**config.mk**
```make
export PLATFORM = sky130hd
export DESIGN_NAME = module_operand_buffer
export DESIGN_NICKNAME = d
export VERILOG_FILES = /design/src/rtl/module_operand_buffer.sv
export SDC_FILE = /design/constraint.sdc
export NUM_CORES = 1
export LEC_CHECK = 0
export CORE_AREA = 2 2 51 53
export DETAILED_ROUTE_END_ITERATION = 10
export DIE_AREA = 0 0 53 55
export GPL_TIMING_DRIVEN = 0
export HOLD_SLACK_MARGIN = 0.08
export PLACE_DENSITY = 0.71
export RECOVER_POWER = 100
export SLEW_MARGIN = 5
export SYNTH_ARGS = -nofsm -noshare
export SYNTH_HDL_FRONTEND = slang
export SYNTH_SLANG_ARGS = --single-unit
```
**constraint.sdc**
```tcl
create_clock -name clk -period 1.5 [get_ports clk]
set_input_delay 0.15 -clock clk [delete_from_list [all_inputs] [get_ports clk]]
set_output_delay 0.15 -clock clk [all_outputs]
set_load 0.1 [all_outputs]
```
**src/rtl/module_operand_buffer.sv**
```systemverilog
// Double-buffered BCD operand register: keypad entry side plus a
// committed output side handed over with valid/ready. Option: OPERAND_BLANK_EN.
module module_operand_buffer #(
    parameter int N         = 4,
    parameter int DIGITS    = 2,
    parameter int MAX_DIGIT = 9
) (
    input  logic                           clk,
    input  logic                           rst,
    input  logic                           key_valid,
    input  logic [N-1:0]                   key_digit,
    input  logic                           key_del,
    input  logic                           key_clr,
    input  logic                           commit,
    input  logic                           out_ready,
    output logic                           out_valid,
    output logic [DIGITS*N-1:0]            out_digits,
    output logic [DIGITS*N-1:0]            entry_digits,
    output logic [$clog2(DIGITS+1)-1:0]    count,
    output logic                           full,
`ifdef OPERAND_BLANK_EN
    output logic [DIGITS-1:0]              out_blank,
`endif
    output logic                           err
);

    localparam int W  = DIGITS * N;
    localparam int CW = $clog2(DIGITS + 1);

    typedef enum logic {EMPTY, HOLD} state_t;

    state_t state;

    logic digit_ok;
    logic commit_ok;
    logic commit_err;
    logic del_err;
    logic key_err;
    logic entry_err;

    assign full     = (count == CW'(DIGITS));
    assign digit_ok = (key_digit <= N'(MAX_DIGIT));

    // A commit lands only with a non-empty entry and a free (or freeing) output.
    assign commit_ok  = commit && (count != '0) &&
                        ((state == EMPTY) || out_ready);
    assign commit_err = commit && !commit_ok;

    assign del_err   = !key_clr && key_del && (count == '0);
    assign key_err   = !key_clr && !key_del && key_valid &&
                       (full || !digit_ok);
    // Strobes overridden by an accepted commit are dropped without error.
    assign entry_err = !commit_ok && (del_err || key_err);

`ifdef OPERAND_BLANK_EN
    logic [DIGITS-1:0] blank_next;

    // Mark positions at or above the digit count as unused leading digits.
    always_comb begin
        blank_next = '0;
        for (int i = 0; i < DIGITS; i++) begin
            blank_next[i] = (i >= int'(count));
        end
    end
`endif

    // Entry register: commit clears it, else clr > del > key.
    always_ff @(posedge clk) begin
        if (rst) begin
            entry_digits <= '0;
            count        <= '0;
        end else if (commit_ok || key_clr) begin
            entry_digits <= '0;
            count        <= '0;
        end else if (key_del) begin
            if (count != '0) begin
                entry_digits <= entry_digits >> N;
                count        <= count - CW'(1);
            end
        end else if (key_valid && digit_ok && !full) begin
            entry_digits <= (entry_digits << N) | W'(key_digit);
            count        <= count + CW'(1);
        end
    end

    // Output FSM with registered valid, operand and error pulse.
    always_ff @(posedge clk) begin
        if (rst) begin
            state      <= EMPTY;
            out_valid  <= 1'b0;
            out_digits <= '0;
            err        <= 1'b0;
`ifdef OPERAND_BLANK_EN
            out_blank  <= '1;
`endif
        end else begin
            err <= commit_err || entry_err;
            if (commit_ok) begin
                out_digits <= entry_digits;
`ifdef OPERAND_BLANK_EN
                out_blank  <= blank_next;
`endif
            end
            unique case (state)
                EMPTY: begin
                    if (commit_ok) begin
                        state     <= HOLD;
                        out_valid <= 1'b1;
                    end
                end
                HOLD: begin
                    if (!commit_ok && out_ready) begin
                        state     <= EMPTY;
                        out_valid <= 1'b0;
                    end
                end
            endcase
        end
    end

endmodule

```
==> results of run 1 <==
[power by group through the flow]
stage / registers, mW / logic (mW) / clock network [mW]
4_1_cts: 0.571 / 0.194 / 0.283
3_3_place_gp: 0.583 / 0.193 / 0
2_1_floorplan: 0.640 / 0.0710 / 0
5_1_grt: 0.573 / 0.210 / 0.315
6_report: 0.572 / 0.198 / 0.282
3_5_place_dp: 0.583 / 0.196 / 0
[final timing paths]
check	start	endpoint	slack (ns)	cells past startpoint
worst max-delay path	entry_digits[4]	entry_digits[4]	0.05	1
worst min-delay path	out_ready	out_valid	0.46	2
worst max register to register	count[0]	count[0]	0.09	5
worst min register to register	out_digits[2]	out_digits[2]	0.49	2
[cell type report]
cell class              count  area (um2)  share of cell area
clock inverters             1        5.00             0.00344
flip-flops and latches     21         424               0.291
multi-input cells          79         551               0.378
clock buffers               3        22.5              0.0155
inverters                   3        23.8              0.0163
repair buffers             33         344               0.236
well taps                  30        37.5              0.0258
plain buffers               9        48.8              0.0335
[flip-flops by register name (all words and copies together), names as in the netlist]
signal	flops
entry_digits	8
out_digits	8
count	2
err	1
out_valid	1
state	1
[cell families (layout without fill, tap and decap cells)]
family,count (synthesis),in the layout
buffers and inverters,13,49
AO/OA/AOI/OAI,51,51
multiplexers,5,5
flip-flops,21,21
AND/OR/NAND/NOR,23,23
[synthesized netlist by cell type (2+ instances only)]
cell type / count
sky130_fd_sc_hd__o21a_1: 3
sky130_fd_sc_hd__nand3_1: 8
sky130_fd_sc_hd__o21ai_0: 10
sky130_fd_sc_hd__dfxtp_1: 21
sky130_fd_sc_hd__a21oi_1: 15
sky130_fd_sc_hd__mux2i_1: 5
sky130_fd_sc_hd__o21ai_1: 4
sky130_fd_sc_hd__buf_2: 4
sky130_fd_sc_hd__nand4_1: 4
sky130_fd_sc_hd__inv_1: 2
sky130_fd_sc_hd__a211oi_1: 4
sky130_fd_sc_hd__nor2b_1: 2
sky130_fd_sc_hd__a311oi_1: 5
sky130_fd_sc_hd__nand2b_1: 4
sky130_fd_sc_hd__clkbuf_1: 3
sky130_fd_sc_hd__o311ai_0: 4
[per-layer routing]
layer / up-vias / GRT usage / routed length (um)
met5: - / 0 / 0
met4: 0 / 0.0769 / 23
met3: 4 / 0.0349 / 119
met2: 28 / 0.329 / 1360
met1: 508 / 0.288 / 1300
li1: 509 / - / -
[repair_timing]
action / 4_1_cts / 5_1_grt
pin swaps: 0 / 0
endpoints found under the setup margin: 23 / 16
endpoints found under the hold margin: 0 / 0
setup buffers: 0 / 2
resized for setup: 66 / 15
[stage by stage]
stage | power, mW | hold slack (ns) | cell area, um2 | setup TNS, ns | setup slack, ns
finish | 1.05 | 0.463 | 1460 | 0 | 0.0473
global placement | 0.775 | 0.463 | 1390 | -3.92 | -0.567
floorplan | 0.711 | 0.229 | 1040 | -0.169 | -0.0382
CTS | 1.05 | 0.468 | 1440 | -0.0925 | -0.0838
detailed placement | 0.779 | 0.468 | 1390 | -4.18 | -0.570
global route | 1.10 | 0.460 | 1460 | 0 | 0.00327
==> impl_metrics.ini, run 1 <==
[synthesis]
synth_top_family_by_area = compound AO/OA/AOI/OAI gates
synth_compound_gate_area_share = 0.334
synth_simple_gate_area_share = 0.135
number_of_synthesized_flops_with_an_enable_pin = 0
synth_fp_nets = 124
synth_sequential_area_ratio = 0.415
ys_ff_latch = 21
async_reset_ff_frac = 0
synth_warnings = 0
post_synthesis_instance_area_um2 = 1010
synth_top_area_share = 0.415
synthDominantAreaCellType = sky130_fd_sc_hd__dfxtp_1
synthXorXnorAreaFrac = 0
ys_dominant_reg_cell = sky130_fd_sc_hd__dfxtp_1
post_synth_cell_types = 31
synthCells = 113
synth_fa_ha_area_frac = 0
synth.avg_cell_area_um2 = 8.96
synth.area.top_cells = sky130_fd_sc_hd__dfxtp_1 42%, sky130_fd_sc_hd__a21oi_1 7.4%, sky130_fd_sc_hd__mux2i_1 4.9%
proportion_of_synthesized_area_in_mux_cells = 0.0494

[die]
chipWidth_um = 53
num_rows = 18
area_of_the_die_um2 = 2920
core_area_um2 = 2360
die-height_um = 55
effective_utilization_at_floorplan = 0.428
floorplan.io_pins = 32

[cts]
cts_clk_pin_slew_worst_paths_ns = 0.12
cts_htree_levels = 1
cts-root-to-sink-buffers = 2
root_buffer = sky130_fd_sc_hd__clkbuf_4
cts-buffers-inserted = 3
cts-hold-fix-buffers = 0
cts_tree = yes
cts.sinks = 21
clk-insertion-delay-late_ns = 0.31

[detailed_routing]
detail_route.wirelength_um = 2800
detailedRoute.firstPassIterationCount = 4
iter_0_drt_violations = 25
postRouteAntennaNets = 0
drt_drc_violations_left = 0
vias = 1049
detail_route.wl_per_cell_um = 15.7
vias_per_cell = 5.86

[pwr]
power.share.clock = 0.268
netSwitchingPower_mw = 0.321
power_report.internal_total_mw = 0.731
sequentialPowerShare = 0.543
powerDensity_nw_per_um2 = 722
combPwrFrac = 0.188
reported_leakage_power_nw = 0.472
swShare = 0.305
vdd_ir_drop_max_v = 0.000532

[layout]
area_growth_pct = 43.9
layout_common_cells = 20 x sky130_fd_sc_hd__dfxtp_1, 15 x sky130_fd_sc_hd__a21oi_1, 15 x sky130_fd_sc_hd__clkdlybuf4s15_2
final_core_util = 0.616
final.fill_count = 225
layout_net_count = 161
layout-drive-gt1-share = 0.262
layoutNonFillerInstCount = 179
most_common_cell_after_layout_fill_and_taps_aside = sky130_fd_sc_hd__dfxtp_1
antenna-diode-count = 0

[setup_path]
timing.critical_path.cells = clkdlybuf4s15_2
critPathSlowestCell = sky130_fd_sc_hd__clkdlybuf4s15_2
crit_path_max_incr_delay_ns = 0.58
crit_family = buffers and inverters
crit_required_ns = 1.35
critical_path_buf_inv_count = 1
cp.arrival_ns = 1.30
critical_path.startpoint_type = flop
worst-path-max-fanout = 4
timing.critical_path.to_type = output pin
setup.worst_path.class = flop to output pin

[sta]
finalHoldViolCount = 0
fin_worst_skew_ns = 0.00249
achievable-frequency_mhz = 688
period_utilisation_layout = 0.968
slew-limit-headroom = 0.587
tightest_slew_ns = 0.615
grt_setup_unrepaired = false
setup_viol = 0
period_minus_slack_ns = 1.45
finalMaxSlewViolations = 0

[global_routing]
grt_max_degree = 13
grt_overflow = 0
grt_use_total = 0.209
first_global_vias = 929
number_of_antenna_violations_at_the_first_check_in_global_routing = 0
grt_pass1_wl_um = 4390

[placed_design]
port-buffer-count = 31
number_of_instances_in_the_placed_design = 174
routabilityCongestion = 0.789
post-dp-hpwl_um = 1940

[flow_run]
cap_violations = 0

[outcome]
status = complete, no violations

[hold_path]
worstHoldPathType = input port to flop
Power figures use the tool's default switching activity.
==> run 2: changes to the inputs <==
SKIP_LAST_GASP = 1   (was unset)
==> run 2 against run 1 <==
Compared with the run above: the flow now finishes with violations (negative setup slack); combinational power fell by 4%; via count shrank 1.6%; sequential power about the same; hold slack about the same; global-route usage is the same; final area shrank 2.6%; cell count down 1.7%; utilization down 1.6 points; worst setup slack worse by 0.094 ns; total power down 0.94%; critical path depth increased by 3.
==> impl_metrics.ini, run 2 (synthesis results as in run 1) <==
[outcome]
status = finished with violations
failed_checks = negative setup slack

[sta]
period_utilisation_layout = 1.03
fin_tns_setup_ns = -0.0462
fin_ws_ns = -0.0462
tightest_slew_ns = 0.617
fin_worst_skew_ns = 0.00268
worst_hold_slack_ns = 0.463
grt_setup_unrepaired = true
period_minus_slack_ns = 1.55
setup_viol = 1
finalMaxSlewViolations = 0
slew-limit-headroom = 0.586
finalHoldViolCount = 0
achievable-frequency_mhz = 647

[layout]
antenna-diode-count = 0
layout_common_cells = 19 x sky130_fd_sc_hd__dfxtp_1, 15 x sky130_fd_sc_hd__a21oi_1, 14 x sky130_fd_sc_hd__clkdlybuf4s15_2
most_common_cell_after_layout_fill_and_taps_aside = sky130_fd_sc_hd__dfxtp_1
area_growth_pct = 40.2
layout-drive-gt1-share = 0.247
stdcell_area_um2 = 1420
reg_top3 = entry_digits: 8 flops, out_digits: 8 flops, count: 2 flops
layout_net_count = 158

[cts]
cts-root-to-sink-buffers = 2
cts_setup_buffers = 0
cts-hold-fix-buffers = 0
cts_tree = yes
root_buffer = sky130_fd_sc_hd__clkbuf_4
cts_clk_pin_slew_worst_paths_ns = 0.12
cts_htree_levels = 1
cts-buffers-inserted = 3
clk-insertion-delay-late_ns = 0.31
cts.sinks = 21

[placed_design]
routabilityCongestion = 0.789
post-dp-hpwl_um = 1940
port-buffer-count = 31
pre_cts_ws_ns = -0.570
placed_area_um2 = 1390

[detailed_routing]
iter_0_drt_violations = 20
route.met2.wl_um = 1320
routed-wl-met3_um = 133
postRouteAntennaNets = 0
top_layer_used = met4
detailedRoute.firstPassIterationCount = 4
detail_route.wl_per_cell_um = 15.5
detail_route.wirelength_um = 2730
vias = 1032
vias_per_cell = 5.86
drt_drc_violations_left = 0
wire_length_the_detailed_router_placed_on_met1_um = 1230

[pwr]
vdd_ir_drop_max_v = 0.000503
reported_leakage_power_nw = 0.462
powerDensity_nw_per_um2 = 735

[flow_run]
cap_violations = 0

[setup_path]
crit_path_start = count[0]
critical_path_buf_inv_count = 3
timing.rr.start = count[0]
critPathSlowestCell = sky130_fd_sc_hd__dfxtp_4
setup.worst_path.class = flop to output pin
worst-path-max-fanout = 11
critical_path.startpoint_type = flop
crit_family = buffers and inverters
crit_path_max_incr_delay_ns = 0.41
timing.critical_path.to_type = output pin
timing.critical_path.cells = nand2b_4 > buf_12 > inv_12 > clkbuf_4
cp.arrival_ns = 1.40
crit_required_ns = 1.35

[global_routing]
grt_pass1_wl_um = 4390
first_global_vias = 929
number_of_antenna_violations_at_the_first_check_in_global_routing = 0
grt_use_total = 0.209
grt_max_degree = 13
grt_overflow = 0

[hold_path]
hold_start = out_ready
worstHoldPathType = input port to flop

[die]
die-height_um = 55
effective_utilization_at_floorplan = 0.428
core_area_um2 = 2360
num_rows = 18
chipWidth_um = 53
area_of_the_die_um2 = 2920
floorplan.io_pins = 32
[run 2: timing repair]
item                       4_1_cts  5_1_grt
resized for setup               63       14
setup endpoints to repair       23       17
pin swaps                        0        1
gates cloned                     0        0
[run 2: stage by stage]
stage / cells / utilization / power, mW
6_report: 176 / 0.600 / 1.04
5_1_grt: 176 / 0.600 / 1.09
4_1_cts: 178 / 0.608 / 1.05
3_5_place_dp: 174 / 0.589 / 0.779
3_3_place_gp: 174 / 0.589 / 0.775
2_1_floorplan: 113 / - / 0.711
[run 2: cell type report]
| cell class | count | area (um2) |
|---|---|---|
| Tap cell | 30 | 37.5 |
| Clock buffer | 3 | 22.5 |
| Clock inverter | 1 | 5.00 |
| Sequential cell | 21 | 428 |
| Timing Repair Buffer | 31 | 310 |
| Buffer | 8 | 48.8 |
| Fill cell | 228 | 946 |
| Multi-Input combinational cell | 79 | 543 |
| Inverter | 3 | 23.8 |
[run 2: report_power, final]
group	switching (mW)	leakage, nW	internal [mW]
registers	0.0100	0.171	0.563
clock network	0.179	0.0177	0.0997
logic	0.126	0.273	0.0633
total	0.316	0.462	0.727
[run 2: path summary, 6_finish.rpt]
| kind | end | slack (ns) | cells past startpoint |
|---|---|---|---|
| min | out_valid | 0.46 | 2 |
| min reg2reg | out_digits[2] | 0.49 | 2 |
| max reg2reg | count[0] | 0.08 | 5 |
| max | full | -0.05 | 4 |
[run 2: routing by layer]
layer	vias to the layer above	GRT usage
li1	503	-
met1	498	0.288
met2	26	0.329
met3	5	0.0349
met4	0	0.0769
met5	-	0
[run 2: worst reg2reg max path: stages, from the launching register on]
cell	delay, ns
sky130_fd_sc_hd__dfxtp_4	0.43
sky130_fd_sc_hd__nand2b_4	0.16
sky130_fd_sc_hd__buf_12	0.14
sky130_fd_sc_hd__inv_12	0.04
sky130_fd_sc_hd__o31ai_4	0.34
sky130_fd_sc_hd__mux2i_1	0.24
